$ cat src/rtl/pulse_gen_pkg.sv
// Shared types for the multi-channel pulse generator: channel FSM states and mode encodings.
package pulse_gen_pkg;

  typedef enum logic [1:0] {
    IDLE = 2'd0,
    RUN  = 2'd1,
    DONE = 2'd2
  } ch_state_t;

  localparam logic MODE_CONT    = 1'b0;
  localparam logic MODE_ONESHOT = 1'b1;

endpackage

$ cat src/rtl/pulse_gen_ch.sv
// One pulse generator channel: programmable period/high-time, continuous or one-shot,
// with shadow registers so new settings only take effect at a period boundary.
module pulse_gen_ch
  import pulse_gen_pkg::*;
#(
  parameter int WIDTH = 32
) (
  input  logic             clk_i,
  input  logic             rstn_i,
  input  logic             en_i,
  input  logic             mode_i,
  input  logic [WIDTH-1:0] period_i,
  input  logic [WIDTH-1:0] high_i,
  output logic             y_o,
  output logic             tick_o,
  output logic             busy_o
);

  ch_state_t        state_q, state_d;
  logic [WIDTH-1:0] cnt_q, cnt_d;
  logic [WIDTH-1:0] pAct_q, pAct_d;
  logic [WIDTH-1:0] hAct_q, hAct_d;
  logic [WIDTH-1:0] lastCnt;
  logic             periodValid;

  assign lastCnt     = pAct_q - WIDTH'(1);
  assign periodValid = (period_i != '0);

  // Next-state logic; disable always wins over the period-end decision.
  always_comb begin
    state_d = state_q;
    cnt_d   = cnt_q;
    pAct_d  = pAct_q;
    hAct_d  = hAct_q;
    case (state_q)
      IDLE: begin
        cnt_d = '0;
        if (en_i && periodValid) begin
          pAct_d  = period_i;
          hAct_d  = high_i;
          state_d = RUN;
        end
      end
      RUN: begin
        if (!en_i) begin
          cnt_d   = '0;
          state_d = IDLE;
        end else if (cnt_q == lastCnt) begin
          cnt_d = '0;
          if (mode_i == MODE_ONESHOT) begin
            state_d = DONE;
          end else if (periodValid) begin
            pAct_d = period_i;
            hAct_d = high_i;
          end else begin
            state_d = IDLE;
          end
        end else begin
          cnt_d = cnt_q + WIDTH'(1);
        end
      end
      DONE: begin
        cnt_d = '0;
        if (!en_i) begin
          state_d = IDLE;
        end
      end
      default: begin
        cnt_d   = '0;
        state_d = IDLE;
      end
    endcase
  end

  always_ff @(posedge clk_i) begin
    if (!rstn_i) begin
      state_q <= IDLE;
      cnt_q   <= '0;
      pAct_q  <= '0;
      hAct_q  <= '0;
    end else begin
      state_q <= state_d;
      cnt_q   <= cnt_d;
      pAct_q  <= pAct_d;
      hAct_q  <= hAct_d;
    end
  end

  assign busy_o = (state_q == RUN);
  assign y_o    = busy_o && (cnt_q < hAct_q);
  assign tick_o = busy_o && (cnt_q == '0);

endmodule

$ cat src/rtl/pulse_gen_multi.sv
// N_CH independent pulse generator channels sharing only clock and reset;
// period/high buses are flattened with channel i at bits [i*WIDTH +: WIDTH].
module pulse_gen_multi
  import pulse_gen_pkg::*;
#(
  parameter int N_CH  = 4,
  parameter int WIDTH = 32
) (
  input  logic                  clk,
  input  logic                  rstn,
  input  logic [N_CH-1:0]       en,
  input  logic [N_CH-1:0]       mode,
  input  logic [N_CH*WIDTH-1:0] period,
  input  logic [N_CH*WIDTH-1:0] high,
  output logic [N_CH-1:0]       y_pulse,
  output logic [N_CH-1:0]       tick,
  output logic [N_CH-1:0]       busy
);

  for (genvar g = 0; g < N_CH; g++) begin : gen_ch
    pulse_gen_ch #(
      .WIDTH(WIDTH)
    ) u_ch (
      .clk_i   (clk),
      .rstn_i  (rstn),
      .en_i    (en[g]),
      .mode_i  (mode[g]),
      .period_i(period[g*WIDTH +: WIDTH]),
      .high_i  (high[g*WIDTH +: WIDTH]),
      .y_o     (y_pulse[g]),
      .tick_o  (tick[g]),
      .busy_o  (busy[g])
    );
  end

endmodule

$ cat config.mk
export PLATFORM = sky130hd
export DESIGN_NAME = pulse_gen_multi
export DESIGN_NICKNAME = d
export VERILOG_FILES = /design/src/rtl/pulse_gen_pkg.sv /design/src/rtl/pulse_gen_ch.sv /design/src/rtl/pulse_gen_multi.sv
export SDC_FILE = /design/constraint.sdc
export NUM_CORES = 1
export LEC_CHECK = 0
export ABC_AREA = 0
export BUFFER_PORTS_ARGS = -buffer_cell sky130_fd_sc_hd__buf_2
export CELL_PAD_IN_SITES_DETAIL_PLACEMENT = 0
export CELL_PAD_IN_SITES_GLOBAL_PLACEMENT = 2
export CORE_MARGIN = 4
export CORE_UTILIZATION = 38
export CTS_CLUSTER_DIAMETER = 60
export DETAILED_ROUTE_END_ITERATION = 6
export GPL_TIMING_DRIVEN = 0
export PLACE_DENSITY = 0.92
export SLEW_MARGIN = 20
export SYNTH_ARGS = -nofsm -noshare
export SYNTH_HDL_FRONTEND = slang
export SYNTH_SLANG_ARGS = --single-unit
$ cat constraint.sdc
create_clock -name clk -period 8 [get_ports clk]
set_input_delay 0.4 -clock clk [delete_from_list [all_inputs] [get_ports clk]]
set_output_delay 0.4 -clock clk [all_outputs]
set_load 0.05 [all_outputs]
==> results of run 1 <==
## registers in the layout, indices dropped and copies added, names as in the netlist
register             cells
gen_ch.u_ch.cnt_q      128
gen_ch.u_ch.state_q      8
gen_ch.u_ch.hAct_q     128
gen_ch.u_ch.pAct_q     128
## power breakdown
| part | switching (uW) | total (uW) | internal (uW) |
|---|---|---|---|
| combinational | 508 | 879 | 371 |
| sequential | 82.1 | 2120 | 2040 |
| clock | 896 | 2210 | 1310 |
## kinds of logic (layout without fill, tap and decap cells)
| family | Yosys count | after routing |
|---|---|---|
| other | 0 | 9 |
| xor gates and xnor gates | 285 | 285 |
| DFF | 392 | 392 |
| AOI/OAI and AO/OA | 329 | 329 |
| buffers and inverters | 342 | 713 |
| adders and majority gates | 136 | 136 |
| and+or+nand+nor | 1350 | 1350 |
| muxes | 202 | 202 |
## worst paths after layout
| check | to | start | slack (ps) |
|---|---|---|---|
| hold / removal | gen_ch[2].u_ch.hAct_q[20]$_SDFFE_PN0P_ | high[84] | 30 |
| setup reg to reg | gen_ch[0].u_ch.cnt_q[2]$_SDFF_PP0_ | gen_ch[0].u_ch.pAct_q[7]$_SDFFE_PN0P_ | 3330 |
| hold reg to reg | gen_ch[1].u_ch.hAct_q[20]$_SDFFE_PN0P_ | gen_ch[1].u_ch.hAct_q[20]$_SDFFE_PN0P_ | 450 |
| setup / recovery | gen_ch[0].u_ch.cnt_q[2]$_SDFF_PP0_ | gen_ch[0].u_ch.pAct_q[7]$_SDFFE_PN0P_ | 3330 |
## critical path, cell delays in order (launching register included)
cell	delay (ps)
dfxtp_1	290
clkbuf_1	210
or4_1	610
nor4_1	780
nand4_1	200
xnor2_1	170
or4_1	490
or4_1	500
nor4_1	500
or3_1	200
clkbuf_1	230
buf_2	290
nor2_1	80
## through the flow
step                total power [uW]  cells
global placement                3040   4159
finish                          5210   4262
floorplan                       2760   3036
detailed placement              3040   4159
CTS                             5280   4253
global route                    5470   4253
## timing repair
item / in CTS / in global routing
endpoints found under the hold margin: 4 / 0
hold buffers: 4 / 0
endpoints found under the setup margin: 0 / 0
## cell usage after synthesis (all sizes together), types with 4 or more instances
| master | number | area [sq um] |
|---|---|---|
| nor3b | 8 | 65.1 |
| and3 | 36 | 225 |
| or4 | 25 | 191 |
| clkbuf | 123 | 469 |
| a31oi | 14 | 87.6 |
| xor2 | 135 | 1180 |
| xnor2 | 150 | 1310 |
| o211ai | 11 | 82.6 |
| buf | 57 | 489 |
| or3 | 21 | 131 |
| a21boi | 4 | 30.0 |
| a21o | 57 | 428 |
| ha | 136 | 1700 |
| a211oi | 12 | 90.1 |
| o22ai | 4 | 25.0 |
| mux2 | 4 | 45.0 |
| nand3b | 6 | 45.0 |
| a21oi | 56 | 280 |
| nand4b | 5 | 43.8 |
| a211o | 6 | 52.6 |
| dfxtp | 392 | 7850 |
| o41ai | 6 | 52.6 |
| nor3 | 52 | 260 |
| nor4b | 15 | 159 |
| nand2b | 18 | 113 |
| a2111oi | 5 | 56.3 |
| nor2b | 15 | 93.8 |
| nor4 | 102 | 678 |
| a22oi | 4 | 30.0 |
| or2 | 12 | 75.1 |
| o2111ai | 6 | 52.6 |
| mux2i | 198 | 1980 |
| nand4 | 81 | 513 |
| nand2 | 538 | 2020 |
| and2 | 8 | 50.1 |
| o31ai | 6 | 45.0 |
| nand3 | 151 | 756 |
| nor2 | 232 | 871 |
| o21a | 6 | 45.0 |
| inv | 162 | 608 |
| o21ai | 101 | 505 |
| and4 | 16 | 140 |
## per-layer routing
metal	vias to the layer above	global-route usage, %	share of wire, %
li1	11200	-	-
met1	10100	30.2	49
met2	443	32.5	43
met3	91	3.68	6.3
met4	2	4.61	1.9
met5	-	0	0.018
## area by class of cell
type,instances,area (sq um)
plain buffers,180,961
clock buffers,74,1440
repair buffers,281,1430
clock inverters,16,164
diodes,9,22.5
fillers,6551,34800
inverters,162,608
well taps,846,1060
multi-input cells,2302,14900
flip-flops and latches,392,7850
==> impl_metrics.env, run 1 <==
export IMPL_cts_htree_levels=2
export IMPL_drcViolationCount=0
export IMPL_power_leakage_uw=0.0117
export IMPL_fmax_mhz=214
export IMPL_core_sq_um=63200
export IMPL_grt_overflow=0
export IMPL_pre_cts_ws_ps=3390
export IMPL_die_y_um=261
export IMPL_fin_hold_ws_ps=31.2
export IMPL_synth_fa_ha_area_share_pct=7.00
export IMPL_synth_compound_area_share_pct=8.82
export IMPL_synth_top_family_by_area="simple AND/OR/NAND/NOR gates"
export IMPL_wl_per_cell_um=17.2
export IMPL_ir_drop_v=0.000146
export IMPL_vias_per_cell=5.13
export IMPL_setup_tns_ps=0
export IMPL_antenna_found_initial=10
export IMPL_cellPowerDensity_nw_per_um2=183
export IMPL_end_kind="flop"
export IMPL_clkTransAtPathRegs_ps=60
export IMPL_synthSimpleGateAreaFrac_pct=26.8
export IMPL_drt_pass1_iter_count=5
export IMPL_fin_crit_ps=4670
export IMPL_avgSynthCellArea_sq_um=8.01
export IMPL_post_route_period_util_pct=58.3
export IMPL_finalWeightedCongestion=0.874
export IMPL_fin_util_pct=45.0
export IMPL_ys_ff_latch=392
export IMPL_syn_to_final_growth_pct=16.9
export IMPL_cts_resized_gates=0
export IMPL_clk_root_buffer_cell="clkbuf_16"
export IMPL_slew_headroom_pct=30.1
export IMPL_layout_common_cells="nand2_1 (538), dfxtp_1 (392), buf_2 (296)"
export IMPL_postPlaceCellArea_sq_um=26800
export IMPL_status="complete, no violations"
export IMPL_clock_path_buffers=3
export IMPL_cts_setup_buffers=0
export IMPL_synthMuxAreaShare_pct=8.34
export IMPL_hpwlAfterDp_mm=57.8
export IMPL_num_vias=21900
export IMPL_setup_viol_count_final=0
export IMPL_mostFrequentLayoutCell="nand2_1"
export IMPL_ant_nets=0
export IMPL_synth_net_count=3438
export IMPL_crit_type="flop to flop"
export IMPL_io_buffers=277
export IMPL_slew_violations=0
export IMPL_ys_warnings_count=0
export IMPL_fin_area_sq_um=28400
export IMPL_ios=278
export IMPL_hold_violations=0
export IMPL_die_area_sq_um=68100
export IMPL_postSynth_asyncResetShare_pct=0
export IMPL_r2r_cells=12
export IMPL_hold_path_cell_count=3
export IMPL_die_w_um=261
export IMPL_ys_types=82
export IMPL_track_usage_pct=20.9
export IMPL_rsz0062_at_grt="false"
export IMPL_synthCells=3036
export IMPL_cp_required_ps=8460
export IMPL_skew_ps=20.8
export IMPL_grt_pass1_wl_mm=114
export IMPL_tightest_slew_ps=1050
export IMPL_synth_xor_area_share_pct=10.3
export IMPL_hold_class="input pin to flop"
export IMPL_cts_tree="built"
export IMPL_clock_latency_ps=590
export IMPL_fin_nets=3771
export IMPL_syn_area_sq_um=24300
export IMPL_numCtsBuffers=50
export IMPL_startpoint_type="flop"
export IMPL_start_util_pct=38.5
export IMPL_row_count=92
export IMPL_path_max_fanout=10
export IMPL_synth_edff_count=0
export IMPL_wirelength_mm=73.4
export IMPL_worstPathArrival_ps=5130
export IMPL_grt_pass1_vias=20600
export IMPL_ys_seq_area_share_pct=32.3
export IMPL_synthFlopType="dfxtp_1"
export IMPL_grt_max_degree=13
export IMPL_drtIter0Drc=1338
export IMPL_cap_violations=0
export IMPL_setup_slack_ps=3330
export IMPL_drive_gt1_share_pct=13.1
export IMPL_cts_sinks=392
Power figures use the tool's default switching activity.
==> inputs of run 2 (changes only) <==
ABC_AREA = 1   (was 0)
CORE_UTILIZATION = 29   (was 38)
PLACE_DENSITY = 0.83   (was 0.92)
clock period = 3.8 ns   (was 8 ns; I/O delays follow)
==> run 2 against run 1 <==
Compared with the run above:
- die area increased by 47%
- flip-flop and latch count unchanged
- clock skew up 3.1 ps
- synthesized cell count rose by 46%
- worst hold slack better by 12 ps
==> impl_metrics.env, run 2 <==
export IMPL_ant_nets=0
export IMPL_cap_violations=0
export IMPL_place_inst=5952
export IMPL_regArea_sq_um=7850
export IMPL_fin_area_sq_um=35100
export IMPL_setup_tns_ps=0
export IMPL_numCtsBuffers=57
export IMPL_finalNonFillerCells=6320
export IMPL_drcViolationCount=0
export IMPL_cp_num_buf_inv=5
export IMPL_fillCellCount=10400
export IMPL_core_sq_um=93600
export IMPL_top_layer_used="met4"
export IMPL_finalWeightedCongestion=0.862
export IMPL_die_area_sq_um=99800
export IMPL_cts_sinks=392
export IMPL_synthFlopType="dfxtp_1"
export IMPL_p_switching_uw=6020
export IMPL_p_seq_share_pct=31.8
export IMPL_worstPathArrival_ps=3890
export IMPL_ys_warnings_count=0
export IMPL_cts_tree="built"
export IMPL_die_y_um=316
export IMPL_start_util_pct=29.4
export IMPL_mostFrequentLayoutCell="nand2_1"
export IMPL_row_count=112
export IMPL_num_vias=28900
export IMPL_post_synth_top_area_fraction_pct=28.6
export IMPL_clock_latency_ps=630
export IMPL_ios=278
export IMPL_slew_headroom_pct=39.3
export IMPL_grt_max_degree=15
export IMPL_combinationalPowerShare_pct=33.4
export IMPL_largest_registers="gen_ch.u_ch.cnt_q: 128 flops, gen_ch.u_ch.hAct_q: 128 flops, gen_ch.u_ch.pAct_q: 128 flops"
export IMPL_hold_class="input pin to flop"
export IMPL_crit_type="flop to flop"
export IMPL_drive_gt1_share_pct=10.6
export IMPL_intPower_uw=9990
export IMPL_synth_edff_count=0
export IMPL_wl_per_cell_um=15.6
export IMPL_fmax_mhz=296
export IMPL_syn_area_sq_um=27500
export IMPL_wirelength_mm=98.8
export IMPL_cellPowerDensity_nw_per_um2=457
export IMPL_syn_to_final_growth_pct=27.5
export IMPL_setup_viol_count_final=0
export IMPL_avgSynthCellArea_sq_um=6.22
export IMPL_wl_met2_mm=44.5
export IMPL_path_max_fanout=10
export IMPL_layout_common_cells="nand2_1 (908), inv_1 (716), nor2_1 (704)"
export IMPL_hold_violations=0
export IMPL_antenna_found_initial=3
export IMPL_pre_cts_ws_ps=463
export IMPL_slew_violations=0
export IMPL_multi_input_area_sq_um=15900
export IMPL_postPlaceCellArea_sq_um=30500
export IMPL_cts_resized_gates=0
export IMPL_end_kind="flop"
export IMPL_ys_types=52
export IMPL_setup_slack_ps=424
export IMPL_grt_pass1_wl_mm=153
export IMPL_vias_per_cell=4.57
export IMPL_p_clk_share_pct=34.8
export IMPL_synth_net_count=4822
export IMPL_fin_util_pct=37.4
export IMPL_io_buffers=277
export IMPL_drtIter0Drc=1644
export IMPL_cpMaxStageDelayCell="clkbuf_1"
export IMPL_postSynth_asyncResetShare_pct=0
export IMPL_status="complete, no violations"
export IMPL_clock_path_buffers=3
export IMPL_ir_drop_v=0.000337
export IMPL_grt_overflow=0
export IMPL_fin_nets=5419
export IMPL_met3_length_mm=4.48
export IMPL_synthCells=4420
export IMPL_post_route_period_util_pct=88.8
export IMPL_tightest_slew_ps=911
export IMPL_ys_seq_area_share_pct=28.6
export IMPL_hpwlAfterDp_mm=78.3
export IMPL_fin_crit_ps=3380
export IMPL_cts_htree_levels=2
export IMPL_synth_area_leader_cell="dfxtp_1"
export IMPL_skew_ps=23.8
export IMPL_startpoint_type="flop"
export IMPL_rsz0062_at_grt="false"
export IMPL_synth_most_common_cell="nand2_1"
export IMPL_cp_required_ps=4310
export IMPL_ys_ff_latch=392
export IMPL_switching_share_pct=37.6
export IMPL_netlist_top_cells_count="nand2_1 (908), inv_1 (716), nor2_1 (704)"
export IMPL_path_cells="inv_1 -> nor2_1 -> inv_1 -> nor2_1 -> inv_1 -> o21ai_0 -> clkbuf_1 -> clkbuf_1 -> nand3_1 -> nand2_1 -> nor2_1"
export IMPL_grt_pass1_vias=28000
export IMPL_wl_met1_mm=47.3
export IMPL_slowest_delay_ps=670
export IMPL_drt_pass1_iter_count=5
export IMPL_clkTransAtPathRegs_ps=60
export IMPL_track_usage_pct=19.3
export IMPL_clk_root_buffer_cell="clkbuf_16"
export IMPL_synthTopCellsByArea="dfxtp_1 (29%), nand2_1 (12%), inv_1 (9.8%)"
export IMPL_die_w_um=316
export IMPL_power_leakage_uw=0.0164
export IMPL_cp_top_family="buffers and inverters"
export IMPL_hold_buffers=260
export IMPL_cts_setup_buffers=0
[run 2: path summary, 6_finish.rpt]
path / end / slack (ps) / start / cells after the start
worst max register to register: gen_ch[1].u_ch.pAct_q[30]$_SDFFE_PN0P_ / 420 / gen_ch[1].u_ch.state_q[0]$_SDFFE_PN0P_ / 11
worst max-delay path: gen_ch[1].u_ch.pAct_q[30]$_SDFFE_PN0P_ / 420 / gen_ch[1].u_ch.state_q[0]$_SDFFE_PN0P_ / 11
worst min register to register: gen_ch[1].u_ch.state_q[0]$_SDFFE_PN0P_ / 470 / gen_ch[1].u_ch.state_q[0]$_SDFFE_PN0P_ / 2
worst min-delay path: gen_ch[3].u_ch.hAct_q[4]$_SDFFE_PN0P_ / 40 / high[100] / 5
[run 2: cell type report]
type                    instances  share of cell area (%)
inverters                     725                    7.76
diodes                          2                  0.0143
plain buffers                 177                    3.02
clock inverters                31                   0.992
multi-input cells            3126                    45.3
well taps                    1254                    4.48
repair buffers                538                    11.5
clock buffers                  75                    4.64
flip-flops and latches        392                    22.4
[run 2: worst min-delay path, stage by stage]
cell     delay (ps)
buf_2            80
inv_1            40
nand3_1         170
nand2_1          80
nor2_1           80
[run 2: metal layers]
| layer | vias up | GRT usage [%] |
|---|---|---|
| li1 | 15300 | - |
| met4 | 0 | 5.27 |
| met3 | 133 | 2.26 |
| met2 | 551 | 32.5 |
| met5 | - | 0 |
| met1 | 12900 | 26.3 |
[run 2: power by group through the flow]
stage / sequential, uW / clock (uW) / combinational, uW
after global placement: 5170 / 0 / 5140
after global routing: 5150 / 5910 / 6110
after CTS: 5090 / 5740 / 5390
after floorplan: 4990 / 0 / 3820
final: 5090 / 5580 / 5340
after detailed placement: 5170 / 0 / 5160
[run 2: cell families (layout without fill, tap and decap cells)]
group / after synthesis / in the layout / share of synthesized area, %
other: 0 / 2 / 0
AND/OR/NAND/NOR: 2367 / 2367 / 37.5
adder cells (fa/ha/maj): 136 / 136 / 6.19
flip-flops: 392 / 392 / 28.6
AO/OA/AOI/OAI: 476 / 476 / 9.16
XOR/XNOR: 147 / 147 / 4.83
buffers and inverters: 902 / 1546 / 13.7
[run 2: through the flow]
| stage | power [uW] | hold WS, ps |
|---|---|---|
| after detailed placement | 10300 | 466 |
| after CTS | 16200 | 8.57 |
| final | 16000 | 43.4 |
| after global routing | 17200 | 44.6 |
| after global placement | 10300 | 462 |
| after floorplan | 8810 | 371 |
==> inputs of run 3 (changes only) <==
SYNTH_HIERARCHICAL = 1   (was not set)
==> run 3 against run 2 <==
Compared with the run above:
- setup slack gained 94 ps
- flip-flop and latch count is the same
- design area shrank 0.45%
- die area shrank 0.21%
- wire length shrank 3.2%
- maximum frequency grew 2.9%
- combinational power shrank 25%
- sequential share of layout area grew 0.10 points
- register-to-register slack gained 90 ps
- cell count grew 0.16%
- clock power shrank 7.0%
- largest cell class unchanged
- largest power group unchanged
- highest routed layer unchanged
==> impl_metrics.env, run 3 <==
export IMPL_synth_most_common_cell="nand2_1"
export IMPL_wl_met1_mm=46.6
export IMPL_hold_class="input pin to flop"
export IMPL_drtIter0Drc=1528
export IMPL_wl_per_cell_um=15.1
export IMPL_drive_gt1_share_pct=10.0
export IMPL_slew_violations=0
export IMPL_fin_area_sq_um=34900
export IMPL_status="complete, no violations"
export IMPL_clock_latency_ps=620
export IMPL_diodes=0
export IMPL_cts_resized_gates=0
export IMPL_synthCells=4432
export IMPL_vias_per_cell=4.58
export IMPL_power_leakage_uw=0.0165
export IMPL_grt_pass1_vias=28300
export IMPL_grt_overflow=0
export IMPL_die_w_um=316
export IMPL_slew_headroom_pct=39.9
export IMPL_setup_tns_ps=0
export IMPL_synth_edff_count=0
export IMPL_top_layer_used="met4"
export IMPL_ys_warnings_count=6
export IMPL_clk_root_buffer_cell="clkbuf_16"
export IMPL_hold_violations=0
export IMPL_grt_pass1_wl_mm=152
export IMPL_die_area_sq_um=99500
export IMPL_drt_pass1_iter_count=5
export IMPL_rsz0062_at_grt="false"
export IMPL_cellPowerDensity_nw_per_um2=404
export IMPL_end_kind="flop"
export IMPL_track_usage_pct=18.9
export IMPL_ir_drop_v=0.000347
export IMPL_met3_length_mm=3.88
export IMPL_cap_violations=0
export IMPL_numCtsBuffers=53
export IMPL_setup_viol_count_final=0
export IMPL_cts_tree="built"
export IMPL_core_sq_um=93600
export IMPL_num_vias=29000
export IMPL_fin_crit_ps=3280
export IMPL_avgSynthCellArea_sq_um=6.19
export IMPL_regArea_sq_um=7850
export IMPL_worstPathArrival_ps=3790
export IMPL_synthFlopType="dfxtp_1"
export IMPL_ys_types=42
export IMPL_wl_met2_mm=42.9
export IMPL_drcViolationCount=0
export IMPL_skew_ps=13.0
export IMPL_fin_util_pct=37.3
export IMPL_wirelength_mm=95.6
export IMPL_antenna_found_initial=0
export IMPL_synth_net_count=4834
export IMPL_grt_max_degree=14
export IMPL_mostFrequentLayoutCell="nand2_1"
export IMPL_start_util_pct=29.3
export IMPL_die_y_um=316
export IMPL_clock_path_buffers=3
export IMPL_path_max_fanout=10
export IMPL_ys_seq_area_share_pct=28.6
export IMPL_io_buffers=277
export IMPL_cts_htree_levels=2
export IMPL_clkTransAtPathRegs_ps=60
export IMPL_hpwlAfterDp_mm=75.7
export IMPL_cp_required_ps=4310
export IMPL_largest_registers="gen_ch.u_ch/cnt_q: 128 flops, gen_ch.u_ch/hAct_q: 128 flops, gen_ch.u_ch/pAct_q: 128 flops"
export IMPL_multi_input_area_sq_um=15900
export IMPL_synthTopCellsByArea="dfxtp_1 (29%), nand2_1 (13%), inv_1 (9.8%)"
export IMPL_syn_to_final_growth_pct=27.2
export IMPL_fillCellCount=10400
export IMPL_post_route_period_util_pct=86.4
export IMPL_syn_area_sq_um=27400
export IMPL_ant_nets=0
export IMPL_ys_ff_latch=392
export IMPL_tightest_slew_ps=901
export IMPL_row_count=112
export IMPL_synth_area_leader_cell="dfxtp_1"
export IMPL_ios=278
export IMPL_crit_type="flop to flop"
export IMPL_finalWeightedCongestion=0.881
export IMPL_layout_common_cells="nand2_1 (943), inv_1 (717), nor2_1 (707)"
export IMPL_netlist_top_cells_count="nand2_1 (943), inv_1 (717), nor2_1 (707)"
export IMPL_startpoint_type="flop"
export IMPL_postPlaceCellArea_sq_um=30400
export IMPL_fin_nets=5434
export IMPL_cts_sinks=392
export IMPL_fmax_mhz=305
export IMPL_post_synth_top_area_fraction_pct=28.6
export IMPL_postSynth_asyncResetShare_pct=0
run 3: cell count changes after synthesis, moves of 19 or more:
cell     previous run  this run
nand2_1           908       943
xor2_1             88        67
nor3b_1            22        41
nand4_1            86       112
buf_1              24         4
run 3: cell families (layout without fill, tap and decap cells):
logic type / count (synthesis) / after routing / synth area share, %
AND/OR/NAND/NOR: 2414 / 2414 / 38.4
buffers and inverters: 882 / 1526 / 13.4
AO/OA/AOI/OAI: 482 / 482 / 9.15
flip-flops: 392 / 392 / 28.6
adder cells (fa/ha/maj): 136 / 136 / 6.20
XOR/XNOR: 126 / 126 / 4.17
run 3: final cells by class:
cell class                      instances  share of cell area (%)
Clock inverter                         23                   0.653
Sequential cell                       392                    22.5
Clock buffer                           76                    4.60
Timing Repair Buffer                  545                    11.7
Tap cell                             1254                    4.50
Buffer                                158                    2.78
Multi-Input combinational cell       3158                    45.5
Inverter                              724                    7.79
run 3: stage by stage:
step                      power (uW)  setup WS (ps)  hold WS, ps  std cells
after floorplan                 7630            675          374       4432
after global placement          8770            515          462       5963
after detailed placement        8780            509          468       5963
after CTS                      14300            422          328       6330
after global routing           15100            159          365       6330
final                          14100            518          341       6330
run 3: worst max-delay path, cell delays in order (launching register included):
cell and delay (ps):
dfxtp_1 380, inv_2 100, ha_1 270, inv_1 110, nor2_2 220, nand2_1 160
o21ai_1 200, nand2_1 70, nand2_1 90, nand2_1 60, nor2_1 170, nand3_1 130
nor2_1 270, nand3_1 120, nand2_1 110, buf_6 210, buf_4 250, nand3_1 90
nand2_1 110, nor2_1 40
run 3: timing repair:
action | 4_1_cts | 5_1_grt
hold buffers | 268 | 0
buffers inserted | 0 | 0
endpoints found under the hold margin | 264 | 0
run 3: final timing paths:
kind                                                            start                                    end  slack [ps]  cells after the start
worst max register to register  gen_ch[3].u_ch/pAct_q[0]$_SDFFE_PN0P_  gen_ch[3].u_ch/hAct_q[0]$_SDFFE_PN0P_         520                     19
worst max-delay path            gen_ch[3].u_ch/pAct_q[0]$_SDFFE_PN0P_  gen_ch[3].u_ch/hAct_q[0]$_SDFFE_PN0P_         520                     19
worst min register to register  gen_ch[2].u_ch/hAct_q[9]$_SDFFE_PN0P_  gen_ch[2].u_ch/hAct_q[9]$_SDFFE_PN0P_         480                      2
worst min-delay path                                             rstn    gen_ch[2].u_ch/cnt_q[30]$_SDFF_PP0_         340                      3
run 3: metal layers:
layer | global-route usage [%] | vias to the layer above
li1 | - | 15300
met1 | 26.1 | 13000
met2 | 31.3 | 482
met3 | 2.41 | 98
met4 | 5.00 | 0
met5 | 0 | -
run 3: where the power goes:
group,internal [uW],switching [uW],total (uW)
logic,1530,2490,4020
clock network,3140,2040,5190
registers,4490,394,4890
